[src/rtl/pad_stream_ctrl.sv]
// Streams a SIZE x SIZE map as a zero-padded P x P raster. Interior positions are read
// from the buffer and border positions become zeros; all elements share one pipeline.
module pad_stream_ctrl #(
  parameter int SIZE = 5,
  parameter int PAD  = 1,
  parameter int DW   = 32,
  parameter int AW   = $clog2(SIZE*SIZE),
  parameter int CW   = $clog2(SIZE+2*PAD)
) (
  input  logic          clk,
  input  logic          reset,
  input  logic          start,
  output logic          busy,
  output logic          done,
  output logic          mem_rd_en,
  output logic [AW-1:0] mem_rd_addr,
  input  logic [DW-1:0] mem_rd_data,
  output logic          out_valid,
  input  logic          out_ready,
  output logic [DW-1:0] out_data,
  output logic [CW-1:0] out_row,
  output logic [CW-1:0] out_col,
  output logic          out_last
);
  localparam int P = SIZE + 2*PAD;
  localparam logic [CW-1:0] PMAX = CW'(P-1);

  typedef enum logic [1:0] {S_IDLE, S_RUN, S_DONE} state_t;

  typedef struct packed {
    logic [DW-1:0] data;
    logic [CW-1:0] row;
    logic [CW-1:0] col;
    logic          last;
  } elem_t;

  state_t        state, state_n;
  logic [CW-1:0] r, c;
  logic          issued_all;
  logic          inf_vld, inf_pad, inf_last;
  logic [CW-1:0] inf_row, inf_col;
  elem_t         fifo [2];
  elem_t         head;
  logic          rp, wp;
  logic [1:0]    cnt;
  logic [AW-1:0] addr_q, addr_n;
  logic          pop, issue, interior, at_end;
  int            ri, ci;

  assign head      = fifo[rp];
  assign out_valid = cnt != 2'd0;
  assign out_data  = head.data;
  assign out_row   = head.row;
  assign out_col   = head.col;
  assign out_last  = out_valid && head.last;
  assign pop       = out_valid && out_ready;
  assign busy      = state != S_IDLE;
  assign done      = state == S_DONE;

  always_comb begin
    state_n = state;
    case (state)
      S_IDLE:  if (start) state_n = S_RUN;
      S_RUN:   if (pop && out_last) state_n = S_DONE;
      default: state_n = S_IDLE;
    endcase
  end

  always_ff @(posedge clk) begin
    if (reset) state <= S_IDLE;
    else       state <= state_n;
  end

  // Credit: buffered + in-flight + this issue, less this cycle's pop, must fit the 2-entry FIFO.
  always_comb begin
    ri          = 32'(r);
    ci          = 32'(c);
    interior    = (ri >= PAD) && (ri < PAD+SIZE) && (ci >= PAD) && (ci < PAD+SIZE);
    addr_n      = AW'((ri-PAD)*SIZE + (ci-PAD));
    at_end      = (r == PMAX) && (c == PMAX);
    issue       = (state == S_RUN) && !issued_all &&
                  (({1'b0, cnt} + {2'b0, inf_vld} + 3'd1 - {2'b0, pop}) <= 3'd2);
    mem_rd_en   = issue && interior;
    mem_rd_addr = mem_rd_en ? addr_n : addr_q;
  end

  always_ff @(posedge clk) begin
    if (reset) begin
      r          <= '0;
      c          <= '0;
      issued_all <= 1'b0;
      addr_q     <= '0;
      inf_vld    <= 1'b0;
      inf_pad    <= 1'b0;
      inf_last   <= 1'b0;
      inf_row    <= '0;
      inf_col    <= '0;
      fifo[0]    <= '0;
      fifo[1]    <= '0;
      rp         <= 1'b0;
      wp         <= 1'b0;
      cnt        <= 2'd0;
    end else begin
      if (state == S_IDLE && start) begin
        r          <= '0;
        c          <= '0;
        issued_all <= 1'b0;
      end else if (issue) begin
        if (at_end)             issued_all <= 1'b1;
        else if (c == PMAX) begin
          c <= '0;
          r <= r + 1'b1;
        end else                c <= c + 1'b1;
      end
      if (mem_rd_en) addr_q <= addr_n;
      inf_vld <= issue;
      if (issue) begin
        inf_pad  <= !interior;
        inf_last <= at_end;
        inf_row  <= r;
        inf_col  <= c;
      end
      // Read data is valid during the in-flight cycle and lands in the FIFO at its end.
      if (inf_vld) begin
        fifo[wp] <= '{data: inf_pad ? {DW{1'b0}} : mem_rd_data,
                      row: inf_row, col: inf_col, last: inf_last};
        wp <= ~wp;
      end
      if (pop) rp <= ~rp;
      cnt <= cnt + {1'b0, inf_vld} - {1'b0, pop};
    end
  end
endmodule

[config.mk]
export PLATFORM = sky130hd
export DESIGN_NAME = pad_stream_ctrl
export DESIGN_NICKNAME = d
export VERILOG_FILES = /design/src/rtl/pad_stream_ctrl.sv
export SDC_FILE = /design/constraint.sdc
export NUM_CORES = 1
export LEC_CHECK = 0
export ABC_AREA = 1
export BUFFER_PORTS_ARGS = -buffer_cell sky130_fd_sc_hd__buf_2
export CORE_UTILIZATION = 30
export CTS_CLUSTER_SIZE = 28
export DETAILED_ROUTE_END_ITERATION = 8
export PLACE_DENSITY = 0.57
export SKIP_LAST_GASP = 1
export SLEW_MARGIN = 15
export SYNTH_ARGS = -nofsm -noshare
export SYNTH_HDL_FRONTEND = slang
export SYNTH_SLANG_ARGS = --single-unit
[constraint.sdc]
create_clock -name clk -period 3.69 [get_ports clk]
set_input_delay 0.369 -clock clk [delete_from_list [all_inputs] [get_ports clk]]
set_output_delay 0.369 -clock clk [all_outputs]
set_load 0.01 [all_outputs]
### Word-level counts from Yosys, hierarchy flattened

Memories as Yosys holds them, arrays and structs flattened. A register that Yosys moved wholly into a read port is not among the register bits.
Cells that the tools add are included.
Widths: inputs -> output; s select.

* eq/ne operators: 6
* reduce and logical (&&, ||, !) cells: 22
* $mul: 1
* magnitude comparators: 5
* $add $sub $neg: 10
* bitwise gates (word level): 3
* multiplexer cells: 16

Operator list (number)
* $mux 39: 1
* $reduce_or 39->1: 1
* $mux 32: 1
* $logic_and 1x1->1: 11
* $add 3x1->3 const B: 3
* $mux 1: 9
* $sub 3x1->4 const B: 2
* $eq 3x3->1 const B: 2
* $ge 3x1->1 const B: 2
* $lt 3x3->1 const B: 2
* $reduce_and 2->1: 3
* $add 5x4->5: 1
* $mul 4x4->5 const B: 1
* $mux 5: 1
* $mux 2: 2
* $ne 2x2->1 const B: 2
* $pmux 2 s2: 1
* $reduce_bool 2->1: 2
* $add 2x1->3: 1
* $le 3x2->1 const B: 1
* $mux 3: 1
* $not 1->1: 3
* $reduce_and 3->1: 1
* $sub 3x1->3: 1
* other kinds (7): 8

* memories: 1
* logic and storage cells: 77
* output and inout bits: 48
* register bits after elaboration: 27
* bits in writable memories: 78

Memory list
* fifo: depth 2, width 39, read ports 1, clocked after memory_dff 1, wr ports 2, RTL line 42 `elem_t fifo [2];`

### Depth between registers and ports, before layout

* depth after elaboration: 7
* depth in mapped cells: 16
* depth with buffers taken out: 16

### Worst setup path before layout

No wires, ideal clock.

* kind: register to output
* start point: register r[0]
* end point: output port mem_rd_addr[4]
* buffers on the path: 0
* arrival time: 2.548 ns
* cell stages (with the launch flop): 15
* slack: 0.773 ns
* path through: dfxtp_1 > inv_1 > ha_1 > ha_1 > inv_1 > ha_1 > inv_1 > fa_1 > inv_1 > ha_1 > a21oi_1 > nand3_1 > nand3_1 > nand2_2 > inv_2

* word-level cells in the longest chain between the ends: 6

RTL lines
* start, declared: RTL line 38 `logic [CW-1:0] r, c;`
* start signal, assigned: RTL line 112 `r <= r + 1'b1;`
* branches (longest 5 deep; another with $mul 4x4->5)
* $mux 5 *
* end, declared: RTL line 16 `output logic [AW-1:0] mem_rd_addr,`

Mark *: on every way between the ends.

### Worst setup path after layout

Ends and elaborated chain as after synthesis.

==> summary by stage <==
Clock network
Counting along the longest clock path gives a buffer depth of 2. TritonCTS built the clock tree. After clock tree synthesis, the clock-pin slew on the worst setup and hold paths is approximately 0.07 ns. The post-cts hold buffer count is 0. In this run the clock root is driven by a sky130_fd_sc_hd__clkbuf_16. The clock net sink count is around 110. The level count of the clock H-tree is 3.

Post-CTS timing repair inserted 0 buffers for setup. The CTS buffer count is 9. The clock latency reported for the late side of the worst-skew pair is 0.35 ns.

Synth
The share of synthesized registers carrying an async set or reset is 0%. The gate count after technology mapping is 560. The count of unique library cells instantiated by Yosys is 32. The most used standard cell by instance count after synthesis is sky130_fd_sc_hd__nand2_1. The largest total area in the synthesized netlist belongs to sky130_fd_sc_hd__edfxtp_1. The mapped netlist covers ~0.0051 mm^2.

The post-synthesis register bit count is ~110. The top cell type by area accounts for roughly 46% of the synthesized area. The number of enable-type register cells in the synthesized netlist is 78. By area the synthesized netlist is led by sky130_fd_sc_hd__edfxtp_1 (46%), sky130_fd_sc_hd__nand2_1 (12%), sky130_fd_sc_hd__dfxtp_1 (11%). Sequential cells were found to cover a little under three fifths of the synthesized design area.

The total of warnings raised by yosys is 0. Synthesis produced a netlist with a net count of 620. The most instantiated flip-flop cell in the synthesis netlist is sky130_fd_sc_hd__edfxtp_1. A synthesized cell averages between 9 and 10 um^2. By count the netlist is led by sky130_fd_sc_hd__nand2_1 (160), sky130_fd_sc_hd__inv_1 (80), sky130_fd_sc_hd__edfxtp_1 (78).

Global route
For this run the aggregate overflow at the end of global routing stands at 0. The initial antenna violation count was 0. Entering global routing, the biggest net connects between 40 and 50 pins. In the global route stage, overall resource usage came out at between 10 and 15%. The number of global-route vias before repair is about 3500.

The first global-routing pass estimated 17.6 mm of wire.

Power and ir drop
The internal portion of the total power is about 2100 uW. The combinational group share of total power is between 20% and 30%. The switching share of power is approximately a third. The clock network burns around 29% of the power.

The power density over the cells is 520 mW/mm^2. The switching power is 1020 uW. The worst IR drop on VDD is around 0.00023 V.

Of the total power, registers draw a little under half. The analysis attributes to cell leakage a power of approximately 0.0028 uW.

STA
The final-report hold violation count is 0. Setup violations remaining at the end of the flow were counted as 0. Setup repair after global routing left no endpoint under its margin.

In the final timing run, aggregate negative setup slack is 0 ns. The final cycle utilization of the critical path is 93.2%. Headroom to the max-slew limit came out at 57.8%. The clock arrives with a little over 0.009 ns of skew. The fmax is roughly 0.29 GHz.

The post-layout minimum cycle time is around 3.4 ns. At the pin with the least slew margin, the transition time is 0.633 ns. The worst path meets setup with between 0.2 and 0.3 ns of slack. The count of final max-slew check failures is 0.

Worst setup path
Counting both buffers and inverters, the worst setup path holds a total of 7. STA puts the critical path data required time at around 3.3 ns. In this design, the stage delay of the slowest critical-path cell is roughly 0.5 ns.

The type of origin of the critical path is a flop. Among cell families on the critical path, the largest total delay comes from adder cells. Walking the worst path, the cells encountered are inv_2, ha_1, ha_1, inv_1, ha_1, inv_1, fa_1, inv_1, ha_1, a21oi_1, inv_1, nand2_1, nand3_1, nand2_2, inv_2, buf_2. STA classifies the critical path endpoint as an output port. The class of the most critical setup path is flop to output port. Along the worst path, the maximum fanout reaches 7. The number of cells traversed by the worst register-to-register path is 15. The critical register-to-register path startpoint is r[0]$_SDFFE_PP0P_. The master of the slowest instance on the critical path is sky130_fd_sc_hd__fa_1. The endpoint identified for the worst register-to-register timing path is addr_q[4]$_SDFF_PP0_. The critical path data arrival time is slightly above 3 ns. Across all register-to-register paths, the minimum setup slack is between 0.9 and 1 ns.

Final layout
The antenna diode instance count is 0. The layout overhead on the synthesized area is 18.1%. Cells with a size suffix above 1 make up between 15 and 20% of the layout.

The net count of the finished layout is between 600 and 700.

Detailed routing
The met2 wire length is roughly 5.0 mm. Dividing the detail-routed via count by the number of cells gives 4.37. After detailed routing, the wire length on met1 is approximately 5 mm. The routed wire length is 10.7 mm. Once detail routing completed, the nets flagged for antenna violations numbered 0. The detailed router placed about 3800 vias in this run.

The detailed route wirelength on metal3 is around 510 um. Routed signal wires occupy layers up through met4. The first-pass iteration count of the detailed router is 4. The per-cell routed wire length is ~12 um. The post-detailed-route DRC marker count is 0. The number of violations reported at the end of detailed-routing iteration 0 is 284.

Floorplanning
The die covers roughly 0.017 mm^2. The floorplan step defined a core boundary enclosing roughly 0.017 mm^2. The initial cell density of the core is around 30%. The die is ~130 um wide. The floorplan die height is 132 um. In this run the core area contains between 40 and 50 standard-cell rows. The top-level port count is 84.

Hold path
The critical hold path startpoint is reset. The tightest min-delay check is of the input port to flop type. For hold timing, the worst endpoint is addr_q[4]$_SDFF_PP0_. The number of cells on the worst hold path is 2.

Place
Input and output buffers added on the ports amount to between 80 and 90. At the end of routability-driven placement, the weighted congestion stood at ~0.73. The estimated wirelength of the detail-placed design is between 6 and 7 mm. Timing analysis after detailed placement gives a worst setup slack of 0.483 ns.

Run
The max-capacitance violation count is 0.

Outcome
The run finished with clean final reports.
==> what timing repair did <==
action | in CTS | in global routing
setup endpoints to repair | 0 | 2
resized for setup | 0 | 3
hold endpoints to repair | 0 | 0
==> worst max path at each step <==
stage,startpoint,to,cells after the start
after floorplan,r[0]$_SDFFE_PP0P_,mem_rd_addr[4],14
after global placement,r[0]$_SDFFE_PP0P_,mem_rd_addr[4],16
after detailed placement,r[0]$_SDFFE_PP0P_,mem_rd_addr[4],16
after CTS,r[0]$_SDFFE_PP0P_,mem_rd_addr[4],16
after global routing,r[0]$_SDFFE_PP0P_,mem_rd_addr[4],16
final,r[0]$_SDFFE_PP0P_,mem_rd_addr[4],16
==> registers in the layout (all words and copies together), names as in the netlist, 2 cells and up, named ones only <==
signal   count
addr_q       5
c            3
cnt          2
fifo        78
inf_col      3
inf_row      3
r            3
state        2
==> layout make-up <==
type,count,area (um^2)
Timing Repair Buffer,90,480
Sequential cell,106,2910
Clock buffer,10,229
Clock inverter,6,42.5
Fill cell,1698,10600
Inverter,84,318
Tap cell,220,275
Multi-Input combinational cell,343,1750
==> kinds of logic (layout without fill, tap and decap cells) <==
family | after synthesis | in the layout | synth area share, %
xor+xnor | 3 | 3 | 0.517
fa+ha+maj | 24 | 24 | 6.35
compound gates | 43 | 43 | 4.53
buf+inv | 111 | 190 | 8.47
flops | 106 | 106 | 57.1
simple gates | 273 | 273 | 23.0
==> per-layer routing <==
layer	vias up	track usage (%)
met5	-	0
met4	0	4.65
met3	11	2.77
met2	89	21.3
met1	1708	16.5
li1	1945	-
==> cells in the final DEF (no fill, tap or decap), types with 2 or more instances in the layout <==
cell type	n
sky130_fd_sc_hd__nand2_1	160
sky130_fd_sc_hd__buf_2	83
sky130_fd_sc_hd__inv_1	79
sky130_fd_sc_hd__edfxtp_1	78
sky130_fd_sc_hd__nor3_1	65
sky130_fd_sc_hd__nor2_1	28
sky130_fd_sc_hd__dfxtp_1	25
sky130_fd_sc_hd__a21oi_1	21
sky130_fd_sc_hd__ha_1	21
sky130_fd_sc_hd__o21ai_0	17
sky130_fd_sc_hd__clkbuf_16	9
sky130_fd_sc_hd__nand3_1	7
sky130_fd_sc_hd__buf_4	6
sky130_fd_sc_hd__nor2_2	5
sky130_fd_sc_hd__inv_2	4
sky130_fd_sc_hd__fa_1	3
sky130_fd_sc_hd__dfxtp_2	3
sky130_fd_sc_hd__xor2_1	2
sky130_fd_sc_hd__nand2_2	2
sky130_fd_sc_hd__inv_6	2
sky130_fd_sc_hd__clkinvlp_4	2
sky130_fd_sc_hd__clkinv_2	2
==> through the flow <==
step           std cells  util (%)  power (uW)  instance area, um^2  hold slack (ns)
3_5_place_dp         843      34.5        2250                 5730            0.444
2_1_floorplan        560         -        1970                 5080            0.426
3_3_place_gp         843      34.5        2250                 5730            0.444
4_1_cts              859      36.2        3160                 6000            0.317
5_1_grt              859      36.2        3310                 6000            0.329
6_report             859      36.2        3120                 6000            0.331
==> power groups by stage <==
| stage | Combinational, uW | Sequential, uW | Clock, uW |
|---|---|---|---|
| after floorplan | 528 | 1440 | 0 |
| after global routing | 876 | 1460 | 978 |
| final | 768 | 1450 | 905 |
| after detailed placement | 781 | 1470 | 0 |
| after CTS | 786 | 1450 | 925 |
| after global placement | 775 | 1470 | 0 |
No activity file was read; power rests on OpenSTA's default activity.
